$ cat src/rtl/data_memory_hs.sv
// data_memory_hs: single-port data memory with valid/ready request handshake,
// registered 1-cycle response and an init sequencer that runs after reset.
// Parameters: WIDTH (word bits), DEPTH (words), INIT_MODE (0: zeros, 1: mem[i]=i).
// Optional feature macro: DMEM_WR_MASK_EN adds req_wmask (per-bit write enable).
// Ports:
//   clk, clr                 clock, synchronous active-high reset
//   req_valid, req_we        request present, 1 = write / 0 = read
//   req_addr, req_wdata      word address, write data
//   req_wmask                per-bit write enable (DMEM_WR_MASK_EN only)
//   req_ready                request can be accepted this cycle
//   rsp_valid, rsp_rdata     response pulse, read data (0 on write ack / error)
//   rsp_err                  accepted address was >= DEPTH
//   init_done                init sequence finished, held until next clr
module data_memory_hs #(
   parameter int  WIDTH     = 4,
   parameter int  DEPTH     = 16,
   parameter int  INIT_MODE = 1,
   localparam int ADDR_W    = $clog2(DEPTH)
) (
   input  logic              clk,
   input  logic              clr,
   input  logic              req_valid,
   input  logic              req_we,
   input  logic [ADDR_W-1:0] req_addr,
   input  logic [WIDTH-1:0]  req_wdata,
`ifdef DMEM_WR_MASK_EN
   input  logic [WIDTH-1:0]  req_wmask,
`endif
   output logic              req_ready,
   output logic              rsp_valid,
   output logic [WIDTH-1:0]  rsp_rdata,
   output logic              rsp_err,
   output logic              init_done
);

   // init_idx is one bit wider than the address so it cannot wrap
   // when DEPTH is an exact power of two.
   localparam logic [ADDR_W:0] DEPTH_W = (ADDR_W+1)'(DEPTH);
   localparam logic [ADDR_W:0] LAST    = (ADDR_W+1)'(DEPTH - 1);

   typedef enum logic {
      S_INIT,
      S_IDLE
   } state_t;

   state_t            state;
   state_t            state_nx;
   logic [ADDR_W:0]   init_idx;
   logic [WIDTH-1:0]  mem [DEPTH];

   logic              init_we;
   logic              acc;
   logic              addr_ok;
   logic              wr_en;
   logic [WIDTH-1:0]  init_val;
   logic [WIDTH-1:0]  wr_val;

   assign addr_ok  = {1'b0, req_addr} < DEPTH_W;
   assign init_val = (INIT_MODE != 0) ? WIDTH'(init_idx) : '0;
   assign wr_en    = acc & req_we & addr_ok;

   always_comb begin
`ifdef DMEM_WR_MASK_EN
      wr_val = (mem[req_addr] & ~req_wmask) | (req_wdata & req_wmask);
`else
      wr_val = req_wdata;
`endif
   end

   always_comb begin
      state_nx = state;
      init_we  = 1'b0;
      acc      = 1'b0;
      unique case (state)
         S_INIT: begin
            init_we = 1'b1;
            if (init_idx == LAST) begin
               state_nx = S_IDLE;
            end
         end
         S_IDLE: begin
            acc = req_valid & req_ready;
         end
         default: begin
            state_nx = S_INIT;
         end
      endcase
   end

   always_ff @(posedge clk) begin
      if (clr) begin
         state     <= S_INIT;
         init_idx  <= '0;
         req_ready <= 1'b0;
         rsp_valid <= 1'b0;
         rsp_rdata <= '0;
         rsp_err   <= 1'b0;
         init_done <= 1'b0;
      end else begin
         state     <= state_nx;
         rsp_valid <= acc;
         rsp_err   <= acc & ~addr_ok;
         if (init_we) begin
            init_idx <= init_idx + 1'b1;
         end
         // Ready is registered: first visible after the last init write.
         if (init_we && state_nx == S_IDLE) begin
            init_done <= 1'b1;
            req_ready <= 1'b1;
         end
         if (acc) begin
            rsp_rdata <= (!req_we && addr_ok) ? mem[req_addr] : '0;
         end
      end
   end

   // Storage has no reset; it is left untouched while clr is held.
   always_ff @(posedge clk) begin
      if (!clr) begin
         if (init_we) begin
            mem[init_idx[ADDR_W-1:0]] <= init_val;
         end else if (wr_en) begin
            mem[req_addr] <= wr_val;
         end
      end
   end

endmodule

$ cat config.mk
export PLATFORM = sky130hd
export DESIGN_NAME = data_memory_hs
export DESIGN_NICKNAME = d
export VERILOG_FILES = /design/src/rtl/data_memory_hs.sv
export SDC_FILE = /design/constraint.sdc
export NUM_CORES = 1
export LEC_CHECK = 0
export ABC_AREA = 1
export CORE_MARGIN = 2
export CORE_UTILIZATION = 50
export CTS_BUF_LIST = sky130_fd_sc_hd__clkbuf_4 sky130_fd_sc_hd__clkbuf_8
export DETAILED_ROUTE_END_ITERATION = 10
export PLACE_DENSITY = 0.69
export SETUP_SLACK_MARGIN = 0.02
export SYNTH_ARGS = -nofsm -noshare
export SYNTH_HDL_FRONTEND = slang
export SYNTH_SLANG_ARGS = --single-unit
export TNS_END_PERCENT = 10
$ cat constraint.sdc
create_clock -name clk -period 2.64 [get_ports clk]
set_input_delay 0.396 -clock clk [delete_from_list [all_inputs] [get_ports clk]]
set_output_delay 0.396 -clock clk [all_outputs]
set_load 0.02 [all_outputs]
==> metrics.md <==
| Metric | Value |
|---|---|
| Ys flop type | `edfxtp_1` |
| Post-CTS resize count | `0` |
| DP Worst Slack | `between 150 and 200 ps` |
| Die area | `0.00748 sq mm` |
| Max Freq | `between 400 and 500 MHz` |
| PD cells | `610 mW/mm^2` |
| Setup ws final | `roughly 560 ps` |
| Die height | `between 80 and 90 um` |
| CP startpoint | `req_valid` |
| Crit. End Element | `flop` |
| Post-DP HPWL | `around 5.0 mm` |
| Layout Cells excl Fill | `478` |
| Cell internal pwr | `1.83 mW` |
| Max-Cap Viols | `0` |
| Largest net degree at the start of global routing | `33` |
| Postcts setup bufs | `0` |
| Static Leak | `roughly 1.7 nW` |
| Num ports | `20` |
| Status | `complete, no violations` |
| Critical path class | `in2reg` |
| Design area | `between 0.003 and 0.004 sq mm` |
| Data required, critical path | `around 2600 ps` |
| Startpoint types | `input pin` |
| Initial Util | `between 50% and 60%` |
| Post-Place Cell Area | `0.00371 sq mm` |
| Number of global-route vias before repair | `roughly 2300` |
| Initial DRC count | `between 150 and 200` |
| Area leader, netlist | `edfxtp_1` |
| CTS tree | `built` |
| CTS H-Tree Depth | `3` |
| Final ANT Viol Nets | `0` |
| RSZ-0062 raised after global routing | `false` |
| GP Congestion | `around 0.91` |
| Synth cell count leaders | `nand2_1 (111), edfxtp_1 (64), inv_1 (61), nand3_1 (53), nor2_1 (24)` |
| Worst hold path class | `reg2reg` |
| P_sw | `between 500 and 600 uW` |
| Synth top area cells | `edfxtp_1 (56%), nand2_1 (12%), nand3_1 (7.8%)` |
| Worst-path maximum fanout | `10` |
| FFs w/ async S/R, synth | `0%` |
| Netlist Area Pre-Place | `~0.0034 sq mm` |
| Most frequent cell after synthesis | `nand2_1` |
| # DRC | `0` |
| Hold Buf Count CTS | `0` |
| Share of cells above drive strength 1 | `8.04%` |
| Drt wl/cell | `about 15 um` |
| Initial antenna violation count | `0` |
| Clock Sinks | `76` |
| Detailed Routing Iterations Pass 1 | `5` |
| Via density | `5.15` |
| Critical path arrival | `between 2000 and 2500 ps` |
| Clock Latency Late Sink | `about 340 ps` |
| Clock power share | `between 30% and 40%` |
| Gr ovfl total | `0` |
| CTS Buf Count | `9` |
| Clk buf depth | `2` |
| Max rail drop VDD | `around 0.33 mV` |
| DRT Wirelength | `7.11 mm` |
| # diodes | `0` |
| Worst-path clk slew | `80 ps` |
| Number of synthesized flops with an enable pin | `64` |
| Fin nets | `~410` |
| Post-synthesis register bit count | `76` |
| Final core utilization | `about three fifths` |
| Avg Cell Area, Syn | `9.32 sq um` |
| Die width | `86.5 um` |
| Hold Slack | `~470 ps` |
| Fin crit period | `~2100 ps` |
| Via count | `2461` |
| Switching share of total power | `about 23%` |
| Area share of the largest cell type after synthesis | `56.5%` |
| Post-synthesis cell type count | `21` |
| Power Total | `2.38 mW` |
| First-pass GRT wire length | `approximately 11 mm` |
| Hold Violations, Final | `0` |
| Syn. warnings | `0` |
| GRT Total Usage | `20.4%` |
| CTS root buffer | `clkbuf_8` |
| Syn nets | `approximately 380` |
| Core area | `roughly 0.0067 sq mm` |
| Register share of total power | `55.7%` |
| Seq/Total Area, Yosys | `between 60% and 70%` |
| IO buf count | `18` |
| Final worst-path cycle share | `78.8%` |
| Hold Startpoint | `rsp_rdata[3]` |
| Dpl cells | `462` |
| Area grow syn2layout | `14.9%` |
| Logic gate share of total power | `7.9%` |
| Clock skew | `roughly 7.6 ps` |
| Max-slew violations | `0` |
| Setup TNS | `0 ps` |
| Syn Inst Count | `365` |
| Finish-stage setup viols | `0` |
| RR Startpoint | `state` |
| Rows | `30` |
## final timing paths
| kind | end | slack [ps] | cells past startpoint |
|---|---|---|---|
| worst max-delay path | mem[3][2] | 560 | 9 |
| worst min-delay path | rsp_rdata[3] | 470 | 2 |
| worst max register to register | mem[3][2] | 570 | 8 |
| worst min register to register | rsp_rdata[3] | 470 | 2 |
## placed cells by master, fill, tap and decap left out
| cell | instances |
|---|---|
| clkbuf_4 | 1 |
| clkinvlp_4 | 1 |
| clkinv_1 | 2 |
| a21oi_1 | 7 |
| nand3_1 | 53 |
| clkinv_2 | 2 |
| edfxtp_1 | 64 |
| dfxtp_1 | 12 |
| nor3b_1 | 1 |
| conb_1 | 1 |
| clkbuf_8 | 9 |
| clkdlybuf4s50_1 | 18 |
| o21ai_0 | 1 |
| inv_1 | 61 |
| buf_4 | 13 |
| nand3_4 | 1 |
| nor2_1 | 24 |
| o21ai_1 | 4 |
| nor3_1 | 4 |
| a211oi_1 | 1 |
| ha_1 | 2 |
| nand2_1 | 111 |
| nor2_4 | 1 |
| nand2_4 | 1 |
| bufinv_16 | 1 |
| clkinv_4 | 2 |
## cell families after synthesis
group	synth area share (%)
adders and majority gates	0.735
AOI/OAI and AO/OA	1.99
and+or+nand+nor	24.7
other	0.110
buffers and inverters	8.97
DFF	63.5
## layer usage
metal  GRT usage, %  routed length [um]  vias to the layer above
met5              0                   0                        -
met4           7.39                 142                        0
met3           5.43                 443                       17
met2           31.3                3270                       95
met1           28.2                3250                     1128
li1               -                   -                     1221
## layout make-up
cell class,instances,area [sq um]
Multi-Input combinational cell,212,936
Clock inverter,6,65.1
Clock buffer,10,131
Tap cell,80,100
Timing Repair Buffer,31,278
Sequential cell,76,2160
Inverter,63,236
Fill cell,564,2770
## power by group through the flow
| stage | sequential [mW] | combinational [mW] | clock (mW) |
|---|---|---|---|
| floorplan | 1.35 | 0.111 | 0 |
| global placement | 1.36 | 0.185 | 0 |
| detailed placement | 1.36 | 0.188 | 0 |
| CTS | 1.33 | 0.188 | 0.880 |
| global route | 1.33 | 0.208 | 0.939 |
| finish | 1.33 | 0.189 | 0.866 |
## registers in the layout (all words and copies together), names as in the netlist
name and count:
mem 64, rsp_rdata 4, state 1, init_idx 5, rsp_valid 1, init_done 1
## critical path, cell delays in order
cell and delay [ps]:
clkdlybuf4s50_1 510, nand3_4 120, nor2_4 140, nand2_4 100
nand2_1 100, o21ai_1 100, inv_1 80, nand3_1 160
nor2_1 380
Note: power is estimated with default switching activity, not from simulation.
